===== src/rtl/lsu_mem_stage.sv =====
// ---------------------------------------------------------------------------
// lsu_mem_stage -- memory-access stage of the 4-stage NPC pipeline.
//
// Accepts one execute result per ex_valid/ex_ready handshake. Non-memory
// instructions retire into the WBReg_* register on the accepting edge.
// Loads and stores are issued on a registered valid/ready data-memory port.
// Loads are lane-aligned and sign/zero-extended. Every access, stores
// included, retires when the memory response arrives.
//
// Ports
//   clk, rst            clock; synchronous active-high reset
//   ex_*                execute-stage payload plus ex_valid / ex_ready
//   dmem_req_*          word-aligned request (addr, we, wdata, wmask) with ready
//   dmem_resp_*         response valid plus read data
//   WBReg_*             write-back pipeline register; WBReg_valid pulses once
//                       per retired instruction
//
// Optional feature (macro LSU_MISALIGN_CHECK_EN):
//   Misaligned H/HU/W accesses are never sent to memory. They retire in one
//   cycle with no register write, and the trap is reported on misalign_trap
//   and misalign_addr. If the macro is undefined, these ports are absent.
// ---------------------------------------------------------------------------
module lsu_mem_stage #(
  parameter int DATA_WIDTH = 32,
  parameter int ADDR_WIDTH = 5
) (
  input  logic                  clk,
  input  logic                  rst,
  input  logic                  ex_valid,
  output logic                  ex_ready,
  input  logic                  ex_MemRd,
  input  logic                  ex_MemWr,
  input  logic [2:0]            ex_MemOp,
  input  logic [DATA_WIDTH-1:0] ex_ALUout,
  input  logic [DATA_WIDTH-1:0] ex_StoreData,
  input  logic                  ex_MemtoReg,
  input  logic                  ex_RegWr,
  input  logic [ADDR_WIDTH-1:0] ex_Regrd,
  input  logic [DATA_WIDTH-1:0] ex_PC,
  input  logic [DATA_WIDTH-1:0] ex_Instr,
  output logic                  dmem_req_valid,
  input  logic                  dmem_req_ready,
  output logic                  dmem_we,
  output logic [DATA_WIDTH-1:0] dmem_addr,
  output logic [DATA_WIDTH-1:0] dmem_wdata,
  output logic [3:0]            dmem_wmask,
  input  logic                  dmem_resp_valid,
  input  logic [DATA_WIDTH-1:0] dmem_rdata,
`ifdef LSU_MISALIGN_CHECK_EN
  output logic                  misalign_trap,
  output logic [DATA_WIDTH-1:0] misalign_addr,
`endif
  output logic                  WBReg_valid,
  output logic                  WBReg_MemtoReg,
  output logic                  WBReg_RegWr,
  output logic [ADDR_WIDTH-1:0] WBReg_Regrd,
  output logic [DATA_WIDTH-1:0] WBReg_ALUout,
  output logic [DATA_WIDTH-1:0] WBReg_DataOut,
  output logic [DATA_WIDTH-1:0] WBReg_PC,
  output logic [DATA_WIDTH-1:0] WBReg_Instr
);

  typedef enum logic [1:0] {
    ST_IDLE = 2'd0,
    ST_REQ  = 2'd1,
    ST_WAIT = 2'd2
  } state_e;

  // Byte-enable pattern for a store. BU/HU encodings share the B/H sizes.
  // Every other encoding is treated as a word.
  function automatic logic [3:0] store_mask(input logic [2:0] op, input logic [1:0] a);
    case (op)
      3'b000, 3'b100: store_mask = 4'b0001 << a;
      3'b001, 3'b101: store_mask = a[1] ? 4'b1100 : 4'b0011;
      default:        store_mask = 4'b1111;
    endcase
  endfunction

  // Store data replicated across lanes so that the mask alone selects the bytes.
  function automatic logic [31:0] store_wdata(input logic [2:0] op, input logic [31:0] d);
    case (op)
      3'b000, 3'b100: store_wdata = {4{d[7:0]}};
      3'b001, 3'b101: store_wdata = {2{d[15:0]}};
      default:        store_wdata = d;
    endcase
  endfunction

  // Pick the addressed lane out of the read word, then extend it.
  function automatic logic [31:0] load_extract(input logic [2:0] op, input logic [1:0] a,
                                               input logic [31:0] rd);
    logic [7:0]  b;
    logic [15:0] h;
    case (a)
      2'd0:    b = rd[7:0];
      2'd1:    b = rd[15:8];
      2'd2:    b = rd[23:16];
      2'd3:    b = rd[31:24];
      default: b = rd[7:0];
    endcase
    h = a[1] ? rd[31:16] : rd[15:0];
    case (op)
      3'b000:  load_extract = {{24{b[7]}}, b};
      3'b100:  load_extract = {24'h000000, b};
      3'b001:  load_extract = {{16{h[15]}}, h};
      3'b101:  load_extract = {16'h0000, h};
      default: load_extract = rd;
    endcase
  endfunction

`ifdef LSU_MISALIGN_CHECK_EN
  // Misalignment check: halfwords need addr[0]=0; words (incl. unused encodings) need addr[1:0]=0.
  function automatic logic is_misaligned(input logic [2:0] op, input logic [1:0] a);
    case (op)
      3'b000, 3'b100: is_misaligned = 1'b0;
      3'b001, 3'b101: is_misaligned = a[0];
      default:        is_misaligned = (a != 2'b00);
    endcase
  endfunction
`endif

  state_e                  state_q, state_d;

  // Request register: the accepted payload that is still needed at retirement
  logic                    req_load_q, req_load_d;
  logic [2:0]              req_memop_q, req_memop_d;
  logic                    req_memtoreg_q, req_memtoreg_d;
  logic                    req_regwr_q, req_regwr_d;
  logic [ADDR_WIDTH-1:0]   req_regrd_q, req_regrd_d;
  logic [DATA_WIDTH-1:0]   req_alu_q, req_alu_d;
  logic [DATA_WIDTH-1:0]   req_pc_q, req_pc_d;
  logic [DATA_WIDTH-1:0]   req_instr_q, req_instr_d;

  logic                    dmem_req_valid_q, dmem_req_valid_d;
  logic                    dmem_we_q, dmem_we_d;
  logic [DATA_WIDTH-1:0]   dmem_addr_q, dmem_addr_d;
  logic [DATA_WIDTH-1:0]   dmem_wdata_q, dmem_wdata_d;
  logic [3:0]              dmem_wmask_q, dmem_wmask_d;

  logic                    wb_valid_q, wb_valid_d;
  logic                    wb_memtoreg_q, wb_memtoreg_d;
  logic                    wb_regwr_q, wb_regwr_d;
  logic [ADDR_WIDTH-1:0]   wb_regrd_q, wb_regrd_d;
  logic [DATA_WIDTH-1:0]   wb_alu_q, wb_alu_d;
  logic [DATA_WIDTH-1:0]   wb_data_q, wb_data_d;
  logic [DATA_WIDTH-1:0]   wb_pc_q, wb_pc_d;
  logic [DATA_WIDTH-1:0]   wb_instr_q, wb_instr_d;

`ifdef LSU_MISALIGN_CHECK_EN
  logic                    trap_q, trap_d;
  logic [DATA_WIDTH-1:0]   trap_addr_q, trap_addr_d;
`endif

  logic                    misalign_s;
  logic                    mem_access_s;

`ifdef LSU_MISALIGN_CHECK_EN
  assign misalign_s = (ex_MemRd | ex_MemWr) & is_misaligned(ex_MemOp, ex_ALUout[1:0]);
`else
  assign misalign_s = 1'b0;
`endif
  // A misaligned access is handled as a one-cycle retirement, not a memory op
  assign mem_access_s = (ex_MemRd | ex_MemWr) & ~misalign_s;

  // State register
  always_ff @(posedge clk) begin
    if (rst) begin
      state_q <= ST_IDLE;
    end else begin
      state_q <= state_d;
    end
  end

  // Next-state logic
  always_comb begin
    state_d = state_q;
    case (state_q)
      ST_IDLE: begin
        if (ex_valid && mem_access_s) state_d = ST_REQ;
        else                          state_d = ST_IDLE;
      end
      ST_REQ: begin
        if (dmem_req_ready) state_d = ST_WAIT;
        else                state_d = ST_REQ;
      end
      ST_WAIT: begin
        if (dmem_resp_valid) state_d = ST_IDLE;
        else                 state_d = ST_WAIT;
      end
      default: state_d = ST_IDLE;
    endcase
  end

  // Output/datapath logic: next values of the request, dmem and WBReg registers
  always_comb begin
    req_load_d     = req_load_q;
    req_memop_d    = req_memop_q;
    req_memtoreg_d = req_memtoreg_q;
    req_regwr_d    = req_regwr_q;
    req_regrd_d    = req_regrd_q;
    req_alu_d      = req_alu_q;
    req_pc_d       = req_pc_q;
    req_instr_d    = req_instr_q;
    dmem_req_valid_d = dmem_req_valid_q;
    dmem_we_d        = dmem_we_q;
    dmem_addr_d      = dmem_addr_q;
    dmem_wdata_d     = dmem_wdata_q;
    dmem_wmask_d     = dmem_wmask_q;
    // WBReg_valid and WBReg_RegWr pulse; the rest of the payload holds
    wb_valid_d    = 1'b0;
    wb_regwr_d    = 1'b0;
    wb_memtoreg_d = wb_memtoreg_q;
    wb_regrd_d    = wb_regrd_q;
    wb_alu_d      = wb_alu_q;
    wb_data_d     = wb_data_q;
    wb_pc_d       = wb_pc_q;
    wb_instr_d    = wb_instr_q;
`ifdef LSU_MISALIGN_CHECK_EN
    trap_d      = 1'b0;
    trap_addr_d = trap_addr_q;
`endif
    case (state_q)
      ST_IDLE: begin
        if (ex_valid) begin
          req_load_d     = ex_MemRd;  // MemRd wins when both are set
          req_memop_d    = ex_MemOp;
          req_memtoreg_d = ex_MemtoReg;
          req_regwr_d    = ex_RegWr;
          req_regrd_d    = ex_Regrd;
          req_alu_d      = ex_ALUout;
          req_pc_d       = ex_PC;
          req_instr_d    = ex_Instr;
          if (mem_access_s) begin
            dmem_req_valid_d = 1'b1;
            dmem_we_d        = ~ex_MemRd;
            dmem_addr_d      = {ex_ALUout[DATA_WIDTH-1:2], 2'b00};
            dmem_wdata_d     = store_wdata(ex_MemOp, ex_StoreData);
            dmem_wmask_d     = ex_MemRd ? 4'b0000 : store_mask(ex_MemOp, ex_ALUout[1:0]);
          end else begin
            // Non-memory op, or a trapped access: retire directly
            wb_valid_d    = 1'b1;
            wb_regwr_d    = ex_RegWr & ~misalign_s;
            wb_memtoreg_d = ex_MemtoReg;
            wb_regrd_d    = ex_Regrd;
            wb_alu_d      = ex_ALUout;
            wb_data_d     = {DATA_WIDTH{1'b0}};
            wb_pc_d       = ex_PC;
            wb_instr_d    = ex_Instr;
`ifdef LSU_MISALIGN_CHECK_EN
            if (misalign_s) begin
              trap_d      = 1'b1;
              trap_addr_d = ex_ALUout;
            end else begin
              trap_d      = 1'b0;
            end
`endif
          end
        end else begin
          wb_valid_d = 1'b0;
        end
      end
      ST_REQ: begin
        if (dmem_req_ready) begin
          dmem_req_valid_d = 1'b0;
          dmem_we_d        = 1'b0;
          dmem_wmask_d     = 4'b0000;
        end else begin
          dmem_req_valid_d = 1'b1;
        end
      end
      ST_WAIT: begin
        if (dmem_resp_valid) begin
          wb_valid_d    = 1'b1;
          wb_regwr_d    = req_regwr_q & req_load_q;  // stores never write rd
          wb_memtoreg_d = req_memtoreg_q;
          wb_regrd_d    = req_regrd_q;
          wb_alu_d      = req_alu_q;
          wb_data_d     = req_load_q ? load_extract(req_memop_q, req_alu_q[1:0], dmem_rdata)
                                     : {DATA_WIDTH{1'b0}};
          wb_pc_d       = req_pc_q;
          wb_instr_d    = req_instr_q;
        end else begin
          wb_valid_d = 1'b0;
        end
      end
      default: begin
        dmem_req_valid_d = 1'b0;
      end
    endcase
  end

  // Datapath registers; reset also aborts any in-flight request
  always_ff @(posedge clk) begin
    if (rst) begin
      req_load_q       <= 1'b0;
      req_memop_q      <= 3'b000;
      req_memtoreg_q   <= 1'b0;
      req_regwr_q      <= 1'b0;
      req_regrd_q      <= {ADDR_WIDTH{1'b0}};
      req_alu_q        <= {DATA_WIDTH{1'b0}};
      req_pc_q         <= {DATA_WIDTH{1'b0}};
      req_instr_q      <= {DATA_WIDTH{1'b0}};
      dmem_req_valid_q <= 1'b0;
      dmem_we_q        <= 1'b0;
      dmem_addr_q      <= {DATA_WIDTH{1'b0}};
      dmem_wdata_q     <= {DATA_WIDTH{1'b0}};
      dmem_wmask_q     <= 4'b0000;
      wb_valid_q       <= 1'b0;
      wb_memtoreg_q    <= 1'b0;
      wb_regwr_q       <= 1'b0;
      wb_regrd_q       <= {ADDR_WIDTH{1'b0}};
      wb_alu_q         <= {DATA_WIDTH{1'b0}};
      wb_data_q        <= {DATA_WIDTH{1'b0}};
      wb_pc_q          <= {DATA_WIDTH{1'b0}};
      wb_instr_q       <= {DATA_WIDTH{1'b0}};
`ifdef LSU_MISALIGN_CHECK_EN
      trap_q           <= 1'b0;
      trap_addr_q      <= {DATA_WIDTH{1'b0}};
`endif
    end else begin
      req_load_q       <= req_load_d;
      req_memop_q      <= req_memop_d;
      req_memtoreg_q   <= req_memtoreg_d;
      req_regwr_q      <= req_regwr_d;
      req_regrd_q      <= req_regrd_d;
      req_alu_q        <= req_alu_d;
      req_pc_q         <= req_pc_d;
      req_instr_q      <= req_instr_d;
      dmem_req_valid_q <= dmem_req_valid_d;
      dmem_we_q        <= dmem_we_d;
      dmem_addr_q      <= dmem_addr_d;
      dmem_wdata_q     <= dmem_wdata_d;
      dmem_wmask_q     <= dmem_wmask_d;
      wb_valid_q       <= wb_valid_d;
      wb_memtoreg_q    <= wb_memtoreg_d;
      wb_regwr_q       <= wb_regwr_d;
      wb_regrd_q       <= wb_regrd_d;
      wb_alu_q         <= wb_alu_d;
      wb_data_q        <= wb_data_d;
      wb_pc_q          <= wb_pc_d;
      wb_instr_q       <= wb_instr_d;
`ifdef LSU_MISALIGN_CHECK_EN
      trap_q           <= trap_d;
      trap_addr_q      <= trap_addr_d;
`endif
    end
  end

  assign ex_ready       = (state_q == ST_IDLE);
  assign dmem_req_valid = dmem_req_valid_q;
  assign dmem_we        = dmem_we_q;
  assign dmem_addr      = dmem_addr_q;
  assign dmem_wdata     = dmem_wdata_q;
  assign dmem_wmask     = dmem_wmask_q;
  assign WBReg_valid    = wb_valid_q;
  assign WBReg_MemtoReg = wb_memtoreg_q;
  assign WBReg_RegWr    = wb_regwr_q;
  assign WBReg_Regrd    = wb_regrd_q;
  assign WBReg_ALUout   = wb_alu_q;
  assign WBReg_DataOut  = wb_data_q;
  assign WBReg_PC       = wb_pc_q;
  assign WBReg_Instr    = wb_instr_q;
`ifdef LSU_MISALIGN_CHECK_EN
  assign misalign_trap  = trap_q;
  assign misalign_addr  = trap_addr_q;
`endif

endmodule


===== config.mk =====
export PLATFORM = sky130hd
export DESIGN_NAME = lsu_mem_stage
export DESIGN_NICKNAME = d
export VERILOG_FILES = /design/src/rtl/lsu_mem_stage.sv
export SDC_FILE = /design/constraint.sdc
export NUM_CORES = 1
export LEC_CHECK = 0
export ABC_AREA = 1
export CAP_MARGIN = 30
export CORE_MARGIN = 3
export CORE_UTILIZATION = 50
export DETAILED_ROUTE_END_ITERATION = 8
export PLACE_DENSITY = 0.84
export SYNTH_ARGS = -nofsm -noshare
export SYNTH_HDL_FRONTEND = slang
export SYNTH_SLANG_ARGS = --single-unit

===== constraint.sdc =====
create_clock -name clk -period 3.3 [get_ports clk]
set_clock_uncertainty 0.2 [all_clocks]
set_input_delay 0.66 -clock clk [delete_from_list [all_inputs] [get_ports clk]]
set_output_delay 0.66 -clock clk [all_outputs]
set_load 0.005 [all_outputs]

==> insert_results.sql <==
INSERT INTO impl_metrics (metric_group, metric, value, unit) VALUES
('grt', 'initial_antenna_violation_count', '3', ''),
('placed_design', 'hpwl', '26800', 'um'),
('routing', 'remaining_drc_errors', '0', ''),
('layout', 'area_growth_syn_to_layout', '38.1', '%'),
('timing', 'max_clock_freq', '409', 'MHz'),
('routing', 'drt_iter0_drc', '1203', ''),
('timing', 'finalHoldWorstSlack', '0.249', 'ns'),
('timing', 'setup_violations', '0', ''),
('layout', 'final_layout_size_suffix_gt1_frac', '0.0430', ''),
('synth', 'yosys_warnings', '0', ''),
('pwr', 'peakVddDrop', '0.481', 'mV'),
('critical_path', 'crit_path_end_kind', 'flip-flop', ''),
('floorplan', 'die_area', '27700', 'um^2'),
('clock_network', 'cts_tree', 'yes', ''),
('pwr', 'comb_power_share', '0.153', ''),
('timing', 'final-max-slew-violation-count', '0', ''),
('pwr', 'power_density', '537', 'nW/um^2'),
('grt', 'grt_pass1_wl', '62800', 'um'),
('floorplan', 'std_cell_rows', '58', ''),
('hold_path', 'min_path_cells', '2', ''),
('clock_network', 'postCtsSetupBuffers', '0', ''),
('grt', 'vias_in_the_first_global_route', '12303', ''),
('synth', 'synthesis.instances', '1817', ''),
('timing', 'rsz0062_at_grt', 'no', ''),
('routing', 'dr_total_vias', '13088', ''),
('clock_network', 'cts_root_buffer', 'sky130_fd_sc_hd__clkbuf_16', ''),
('pwr', 'power.leakage', '7.47', 'nW'),
('timing', 'fin_crit', '2.45', 'ns'),
('critical_path', 'worstPathArrival', '2.66', 'ns'),
('routing', 'routed_wirelength', '39900', 'um'),
('layout', 'most_frequent_cells_in_the_layout', 'sky130_fd_sc_hd__clkdlybuf4s50_1 (380), sky130_fd_sc_hd__nor2_1 (362), sky130_fd_sc_hd__nand2_1 (352)', ''),
('synth', 'syn-mean-instance-area', '7.09', 'um^2'),
('pwr', 'clock_network_power_share', '0.407', ''),
('floorplan', 'initial_core_util', '0.510', ''),
('clock_network', 'cts_buffers', '35', ''),
('routing', 'drt-wirelength-per-cell', '16.1', 'um'),
('clock_network', 'max_h_tree_level', '2', ''),
('pwr', 'netSwitchingFraction', '0.252', ''),
('grt', 'grt_overflow', '0', ''),
('grt', 'grt_max_degree', '105', ''),
('clock_network', 'worst_skew_pair.late_latency', '0.50', 'ns'),
('layout', 'post_layout_nonfiller_instances', '2475', ''),
('placed_design', 'placement.io_buffers', '381', ''),
('floorplan', 'design.core.area', '25300', 'um^2'),
('synth', 'synth.lib_cells_used.distinct', '25', ''),
('timing', 'final_sum_of_negative_setup_slack', '0', 'ns'),
('clock_network', 'tritoncts_num_sinks', '313', ''),
('critical_path', 'cp.required', '3.51', 'ns'),
('synth', 'synthesis.area', '12900', 'um^2'),
('pwr', 'internal-power', '7.15', 'mW'),
('placed_design', 'finalWeightedCongestion', '0.875', ''),
('floorplan', 'fp.dieW', '167', 'um'),
('critical_path', 'r2r.worst_path.cells', '9', ''),
('critical_path', 'timing.critical_path.fanout_max', '62', ''),
('outcome', 'status', 'complete, no violations', ''),
('clock_network', 'max-clock-path-buffers', '3', ''),
('timing', 'layout_worst_path_cycle_share', '0.741', ''),
('floorplan', 'dieHeight', '167', 'um'),
('clock_network', 'holdBufCountCts', '0', ''),
('clock_network', 'cts_resized', '0', ''),
('timing', 'max-slew-margin-rel', '0.404', ''),
('timing', 'layout_setup_ws', '0.853', 'ns'),
('hold_path', 'worstHoldPathType', 'reg2reg', ''),
('synth', 'ys_seq_area_frac', '0.486', ''),
('layout', 'fin_nets', '2297', ''),
('routing', 'route.antenna.remaining_nets', '0', ''),
('clock_network', 'clk_pin_slew_worst_paths', '0.06', 'ns'),
('critical_path', 'startpoint_type_of_the_worst_setup_path', 'flip-flop', ''),
('timing', 'hold_viol', '0', ''),
('flow_run', 'cap_violations', '0', ''),
('pwr', 'seq_power_share', '0.440', ''),
('grt', 'grtUsageTotal', '0.271', ''),
('synth', 'flip_flop_and_latch_count_after_synthesis', '313', ''),
('layout', 'final_common_cell', 'sky130_fd_sc_hd__clkdlybuf4s50_1', ''),
('timing', 'tightestPinTransition', '0.894', 'ns'),
('routing', 'firstDrtPassIters', '5', ''),
('pwr', 'pnr_total_power', '9.56', 'mW'),
('critical_path', 'crit_type', 'reg2reg', ''),
('placed_design', 'placement.setup.worst_slack', '0.386', 'ns'),
('pwr', 'switching_power', '2.41', 'mW'),
('placed_design', 'dp.cells', '2413', ''),
('routing', 'via_per_inst', '5.29', ''),
('floorplan', 'io-pin-count', '384', '');
-- metal layers --
layer / global-route usage / share of wire / up-vias
met5: 0 / 0 / -
met4: 0.121 / 0.044 / 0
met3: 0.0688 / 0.080 / 109
met2: 0.451 / 0.48 / 557
met1: 0.332 / 0.40 / 5972
li1: - / - / 6450
-- cell families after synthesis --
| kind of cell | share of synthesized area |
|---|---|
| flip-flops | 0.486 |
| AO/OA/AOI/OAI | 0.205 |
| AND/OR/NAND/NOR | 0.226 |
| other | 0.000291 |
| buffers and inverters | 0.0822 |
-- stage by stage --
step | util | area (um^2)
5_1_grt | 0.705 | 17800
4_1_cts | 0.704 | 17800
6_report | 0.705 | 17800
2_1_floorplan | - | 12900
3_3_place_gp | 0.658 | 16600
3_5_place_dp | 0.658 | 16600
-- critical path: stages (launching register included) --
cell and delay (ns):
sky130_fd_sc_hd__dfxtp_1 0.37, sky130_fd_sc_hd__inv_1 0.12, sky130_fd_sc_hd__nand2_4 0.30, sky130_fd_sc_hd__nor2_2 0.09
sky130_fd_sc_hd__inv_2 0.08, sky130_fd_sc_hd__nand2_4 0.07, sky130_fd_sc_hd__inv_4 0.48, sky130_fd_sc_hd__buf_12 0.34
sky130_fd_sc_hd__nand2_1 0.08, sky130_fd_sc_hd__a21oi_1 0.17
-- worst paths after layout --
check                       start                end  slack (ns)
setup reg to reg       state_q[0]  WBReg_DataOut[19]        0.85
setup / recovery       state_q[0]  WBReg_DataOut[19]        0.85
hold / removal    req_instr_q[11]    req_instr_q[11]        0.25
hold reg to reg   req_instr_q[11]    req_instr_q[11]        0.25
-- sequential cells by signal, indices dropped and copies added, names as in the netlist, 32 cells and up --
signal	cells
WBReg_ALUout	32
WBReg_DataOut	32
WBReg_Instr	32
WBReg_PC	32
dmem_wdata	32
req_alu_q	32
req_instr_q	32
req_pc_q	32
-- final cells by class --
class	count	area, um^2
Antenna cell	3	7.51
Clock buffer	52	1070
Clock inverter	7	92.6
Fill cell	2079	7460
Inverter	98	378
Multi-Input combinational cell	1276	5570
Sequential cell	313	6270
Tap cell	330	413
Timing Repair Buffer	396	4000
-- power groups by stage --
stage / combinational, mW / sequential, mW / clock (mW)
floorplan: 0.728 / 4.26 / 0
global placement: 1.42 / 4.27 / 0
detailed placement: 1.45 / 4.28 / 0
CTS: 1.46 / 4.21 / 3.94
global route: 1.62 / 4.24 / 4.11
finish: 1.46 / 4.21 / 3.89
-- synthesized netlist by cell type --
master / instances / area (um^2)
sky130_fd_sc_hd__clkbuf_1: 61 / 229
sky130_fd_sc_hd__nor2_1: 362 / 1360
sky130_fd_sc_hd__nor2_8: 1 / 20.0
sky130_fd_sc_hd__a31oi_1: 8 / 50.1
sky130_fd_sc_hd__o21ai_1: 54 / 270
sky130_fd_sc_hd__buf_4: 10 / 75.1
sky130_fd_sc_hd__a21oi_1: 168 / 841
sky130_fd_sc_hd__o21ai_0: 295 / 1480
sky130_fd_sc_hd__conb_1: 1 / 3.75
sky130_fd_sc_hd__nand3_1: 20 / 100
sky130_fd_sc_hd__inv_2: 4 / 15.0
sky130_fd_sc_hd__clkinv_1: 1 / 3.75
sky130_fd_sc_hd__nand2_4: 2 / 22.5
sky130_fd_sc_hd__nor3_1: 1 / 5.00
sky130_fd_sc_hd__dfxtp_1: 313 / 6270
sky130_fd_sc_hd__nor2_2: 3 / 18.8
sky130_fd_sc_hd__buf_6: 13 / 146
sky130_fd_sc_hd__inv_4: 2 / 12.5
sky130_fd_sc_hd__o211ai_1: 1 / 7.51
sky130_fd_sc_hd__nand3_4: 1 / 17.5
sky130_fd_sc_hd__nor2_4: 1 / 11.3
sky130_fd_sc_hd__nand2_1: 352 / 1320
sky130_fd_sc_hd__nand2_2: 5 / 31.3
sky130_fd_sc_hd__buf_2: 47 / 235
sky130_fd_sc_hd__inv_1: 91 / 342
Power figures use the tool's default switching activity.
